[src/rtl/udc_pkg.sv]
// Shared types and helpers for the up/down modulus counter.
package udc_pkg;

  localparam int unsigned DEF_WIDTH   = 8;
  localparam int unsigned DEF_PRESC_W = 4;

  // What the counter does on a given edge when no clear/load is pending
  typedef enum logic [2:0] {
    STEP_HOLD,
    STEP_INC,
    STEP_DEC,
    STEP_WRAP_LO,
    STEP_WRAP_HI,
    STEP_SAT
  } step_e;

  // Limit a value to the 0..mod range
  function automatic logic [31:0] clamp_to_mod(input logic [31:0] val, input logic [31:0] mod);
    return (val > mod) ? mod : val;
  endfunction

endpackage

[src/rtl/udc_prescaler.sv]
// Step prescaler: counts enabled cycles 0..presc_div and ticks on the last one.
module udc_prescaler
  import udc_pkg::*;
#(
  parameter int unsigned PRESC_W = DEF_PRESC_W
) (
  input  logic               clk,
  input  logic               rst_n,
  input  logic               en,
  input  logic               clr,
  input  logic [PRESC_W-1:0] presc_div,
  output logic               tick
);

  logic [PRESC_W-1:0] cnt;
  logic               last_c;

  // Terminal compare uses >= so a shrinking presc_div cannot strand the counter
  assign last_c = (cnt >= presc_div);
  assign tick   = en & last_c & ~clr;

  // Prescaler count: cleared by clr, frozen while en is low
  always_ff @(posedge clk or negedge rst_n) begin
    if (!rst_n) begin
      cnt <= '0;
    end else if (clr) begin
      cnt <= '0;
    end else if (en) begin
      cnt <= last_c ? '0 : cnt + PRESC_W'(1);
    end
  end

endmodule

[src/rtl/updown_mod_counter.sv]
// Up/down counter with runtime modulus, clear, load and wrap/saturate control.
// Optional step prescaler enabled by defining UDC_PRESCALE_EN.
module updown_mod_counter
  import udc_pkg::*;
#(
  parameter int unsigned WIDTH   = DEF_WIDTH,
  parameter int unsigned RST_VAL = 0,
  parameter int unsigned PRESC_W = DEF_PRESC_W
) (
  input  logic             clk,
  input  logic             rst_n,
  input  logic             en,
  input  logic             up,
  input  logic             clr,
  input  logic             load,
  input  logic [WIDTH-1:0] load_val,
  input  logic [WIDTH-1:0] modulus,
  input  logic             sat,
  output logic [WIDTH-1:0] count,
  output logic             at_max,
  output logic             at_zero,
  output logic             wrap
`ifdef UDC_PRESCALE_EN
  ,
  input  logic [PRESC_W-1:0] presc_div
`endif
);

  logic       step_q_c;
  step_e      step_c;
  logic [WIDTH-1:0] load_clamped_c;

`ifdef UDC_PRESCALE_EN
  logic presc_tick;

  // Clear or load restarts the prescaler period
  udc_prescaler #(
    .PRESC_W (PRESC_W)
  ) u_presc (
    .clk       (clk),
    .rst_n     (rst_n),
    .en        (en),
    .clr       (clr | load),
    .presc_div (presc_div),
    .tick      (presc_tick)
  );

  assign step_q_c = en & presc_tick;
`else
  logic presc_w_unused;
  assign presc_w_unused = 1'(PRESC_W);
  assign step_q_c       = en;
`endif

  assign load_clamped_c = WIDTH'(clamp_to_mod(32'(load_val), 32'(modulus)));

  // Terminal flags follow the registered count directly
  assign at_max  = (count >= modulus);
  assign at_zero = (count == '0);

  // Step decision for this edge
  always_comb begin
    step_c = STEP_HOLD;
    if (step_q_c) begin
      if (up) begin
        if (count < modulus) step_c = STEP_INC;
        else if (sat)        step_c = STEP_SAT;
        else                 step_c = STEP_WRAP_LO;
      end else begin
        if (count != '0)     step_c = STEP_DEC;
        else if (sat)        step_c = STEP_HOLD;
        else                 step_c = STEP_WRAP_HI;
      end
    end
  end

  // Count and wrap pulse registers; clr beats load beats step
  always_ff @(posedge clk or negedge rst_n) begin
    if (!rst_n) begin
      count <= WIDTH'(RST_VAL);
      wrap  <= 1'b0;
    end else if (clr) begin
      count <= '0;
      wrap  <= 1'b0;
    end else if (load) begin
      count <= load_clamped_c;
      wrap  <= 1'b0;
    end else begin
      wrap <= 1'b0;
      unique case (step_c)
        STEP_INC:     count <= count + WIDTH'(1);
        STEP_DEC:     count <= count - WIDTH'(1);
        STEP_SAT:     count <= modulus;
        STEP_WRAP_LO: begin
          count <= '0;
          wrap  <= 1'b1;
        end
        STEP_WRAP_HI: begin
          count <= modulus;
          wrap  <= 1'b1;
        end
        default:      count <= count;
      endcase
    end
  end

endmodule

[config.mk]
export PLATFORM = sky130hd
export DESIGN_NAME = updown_mod_counter
export DESIGN_NICKNAME = d
export VERILOG_FILES = /design/src/rtl/udc_pkg.sv /design/src/rtl/udc_prescaler.sv /design/src/rtl/updown_mod_counter.sv
export SDC_FILE = /design/constraint.sdc
export NUM_CORES = 1
export LEC_CHECK = 0
export CELL_PAD_IN_SITES_DETAIL_PLACEMENT = 0
export CELL_PAD_IN_SITES_GLOBAL_PLACEMENT = 1
export CORE_UTILIZATION = 39
export CTS_CLUSTER_SIZE = 25
export DETAILED_ROUTE_END_ITERATION = 7
export PLACE_DENSITY_LB_ADDON = 0.1
export REMOVE_ABC_BUFFERS = 1
export SLEW_MARGIN = 20
export SYNTH_ARGS = -nofsm -noshare
export SYNTH_HDL_FRONTEND = slang
export SYNTH_SLANG_ARGS = --single-unit
[constraint.sdc]
create_clock -name clk -period 5 [get_ports clk]
set_input_delay 1.25 -clock clk [delete_from_list [all_inputs] [get_ports clk]]
set_output_delay 1.25 -clock clk [all_outputs]
set_load 0.005 [all_outputs]
==> flow_summary.toml <==
[timing]
fmax_mhz = 213.7
tightestPinTransition_ps = 738.6
worst_slack_ps = 320.5
slew_viol_final = 0
min_period_over_period_pct = 93.59
slew_headroom_pct = 50.61
min_period_ps = 4680
setup_viol = 0
finClkSkew_ps = 6.734
setup_tns_ps = 0
rsz0062_at_grt = "no"
finalHoldViolations = 0
hold_ws_ps = 598.5

[floorplanning]
io_pins = 34
rows = 21
die_w_um = 61.57
start_util_pct = 41.15
core_area_mm2 = 0.003363
die_area_mm2 = 0.003790
die_h_um = 61.57

[clocking]
cts_resized = 0
clock_path_buffers = 2
clock_latency_ps = 260
clock_sinks = 9
cts_tree = "done"
cts_inserted_buffers = 3
postCtsHoldBufs = 0
clockRootBuffer = "clkbuf_4"
clk_pin_slew_worst_paths_ps = 60
postCtsSetupBuffers = 0
ctsHtreeMaxLevel = 1

[global_route]
grt-busiest-layer = "met2"
globalRoute.totalOverflow = 0
grt_use_met3_pct = 4.412
grt_pass1_wl_um = 5878
first_global_vias = 1288
met2_usage_pct = 36.56
antenna_found_initial = 0
grt_use_met1_pct = 28.59
grt_max_degree = 19
grt_usage_pct = 21.21

[route]
routedWlPerCell_um = 14.93
drcViolationCount = 0
postRouteAntennaNets = 0
dr.pass1.iters = 4
vias = 1367
viasPerCell = 5.580
wirelength_um = 3658
drt_iter0_drc = 90

[setup_path]
slowest_delay_ps = 480
cp-startpoint = "modulus[3]"
slowest_stage = "clkdlybuf4s50_1"
worstPathMaxFanout = 3
cp_cell_sequence = "clkdlybuf4s50_1 > inv_1 > ha_1 > a21oi_1 > o21ai_0 > a41o_1 > a211o_1 > clkdlybuf4s50_1"
critPathLaunchType = "input pin"
worstReg2RegStart = "count[0]"
cpMostUsedCell = "clkdlybuf4s50_1"
worstSetupEndpointType = "primary output"
critical_path_arrival_ps = 3430
worstPathRequired_ps = 3750
crit_type = "input pin to primary output"

[synthesis]
synth_area_mm2 = 0.001384
synth.area.top_cells = "ha_1, dfrtp_1, a21oi_1"
synth_flop_cell = "dfrtp_1"
ys.warnings.count = 0
ys_seq_elements = 9
synthCells = 166
yosysTopAreaCellShare_pct = 19.89
ys_seq_area_share_pct = 16.27
synth_top_area_cell = "ha_1"
ys_async_sr_fraction_pct = 100.0
syn_avg_cell_area_um2 = 8.336
synth_cell_types = 49
synth_edf_count = 0

[power_and_ir_drop]
switching_power_uw = 147.6
swShare_pct = 39.93
pwr-share-seq_pct = 26.1
power_density_mw_per_mm2 = 208.1
vdd_drop_max_uv = 133.5
leakagePower_nw = 0.7986
p_int_uw = 222.0
clock_power_share_pct = 15.3
comb_power_share_pct = 58.6

[layout]
nets = 246
area_delta_synth_final_pct = 28.39
fillers = 361
final_cells = 245
antenna_cells = 0
drive_above_1_share_pct = 7.538
post-route-util_pct = 52.83

[placement]
place_inst = 241
pre_cts_slack_ps = 284.7
place_congestion = 0.8488
hpwl_um = 3022
io_buffers = 33

[worst_hold_path]
hold_start = "count[6]"
worstHoldPathType = "flop to flop"

[run_status]
outcome = "completed"

[run]
maxCapViolCount = 0
area by class of cell:
type	instances	area, um2	share of cell area (%)
Tap cell	46	57.56	3.239
Inverter	14	52.55	2.958
Multi-Input combinational cell	138	1077	60.63
Sequential cell	9	225.2	12.68
Clock buffer	4	26.28	1.479
Timing Repair Buffer	34	337.8	19.01
Yosys cell counts, types with 2 or more instances:
cell type and instances:
a211oi_1 4, a21oi_1 16, a221o_1 5, a221oi_1 3, a22o_1 2, buf_2 2
clkbuf_1 2, dfrtp_1 9, ha_1 22, inv_1 14, nand2_1 10, nand2b_1 5
nand3_1 3, nand4_1 2, nor2_1 15, nor3_1 6, o211ai_1 3, o21ai_0 7
o21ai_4 2, or4_1 2, xnor2_1 4
power by group through the flow:
| stage | Clock, mW | Combinational (mW) | Sequential, mW |
|---|---|---|---|
| after detailed placement | 0 | 0.217 | 0.0982 |
| after global routing | 0.0654 | 0.243 | 0.0980 |
| final | 0.0565 | 0.217 | 0.0965 |
| after global placement | 0 | 0.213 | 0.0981 |
| after CTS | 0.0584 | 0.218 | 0.0969 |
| after floorplan | 0 | 0.136 | 0.0942 |
worst max-delay path: cells and delay by family:
kind / cells / cell delay, ps
AOI/OAI and AO/OA: 4 / 840
adders and majority gates: 1 / 330
buffers and inverters: 3 / 1010
registers in the layout, summed over array words and instances, names as in the netlist:
register / flops
wrap: 1
count: 8
cell families (layout without fill, tap and decap cells):
logic type,Yosys count,count (layout),synth area share [%]
compound gates,59,59,34.09
simple gates,51,51,19.26
fa+ha+maj,23,23,21.34
buf+inv,19,52,5.877
flops,9,9,16.28
xor+xnor,5,5,3.164
final timing paths:
check,end,depth (start not counted),slack (ps)
max,at_max,8,320
min,count[6],1,600
max reg2reg,count[6],12,1500
min reg2reg,count[6],1,600
max in group asynchronous,count[3],1,3410
min in group asynchronous,count[7],1,1280
cell usage in the layout (no fill, tap or decap), drive strengths merged, types with 2 or more instances in the layout:
master	instances
a211oi	5
a21o	2
a21oi	16
a221o	5
a221oi	4
a22o	2
clkbuf	4
clkdlybuf4s50	33
dfrtp	9
ha	22
inv	14
nand2	10
nand2b	5
nand3	3
nand4	2
nor2	16
nor3	6
o211ai	3
o21ai	10
or4	2
xnor2	4
per-stage QoR:
stage / power, mW / area, um2
3_3_place_gp: 0.3112 / 1750
6_report: 0.3696 / 1777
2_1_floorplan: 0.2297 / 1355
4_1_cts: 0.3736 / 1777
5_1_grt: 0.4068 / 1777
3_5_place_dp: 0.3154 / 1750
per-layer routing:
metal / share of wire [%] / up-vias
met4: 0 / 0
met5: 0 / -
li1: - / 702
met2: 48 / 42
met1: 46 / 623
met3: 5.2 / 0
Power figures use the tool's default switching activity.
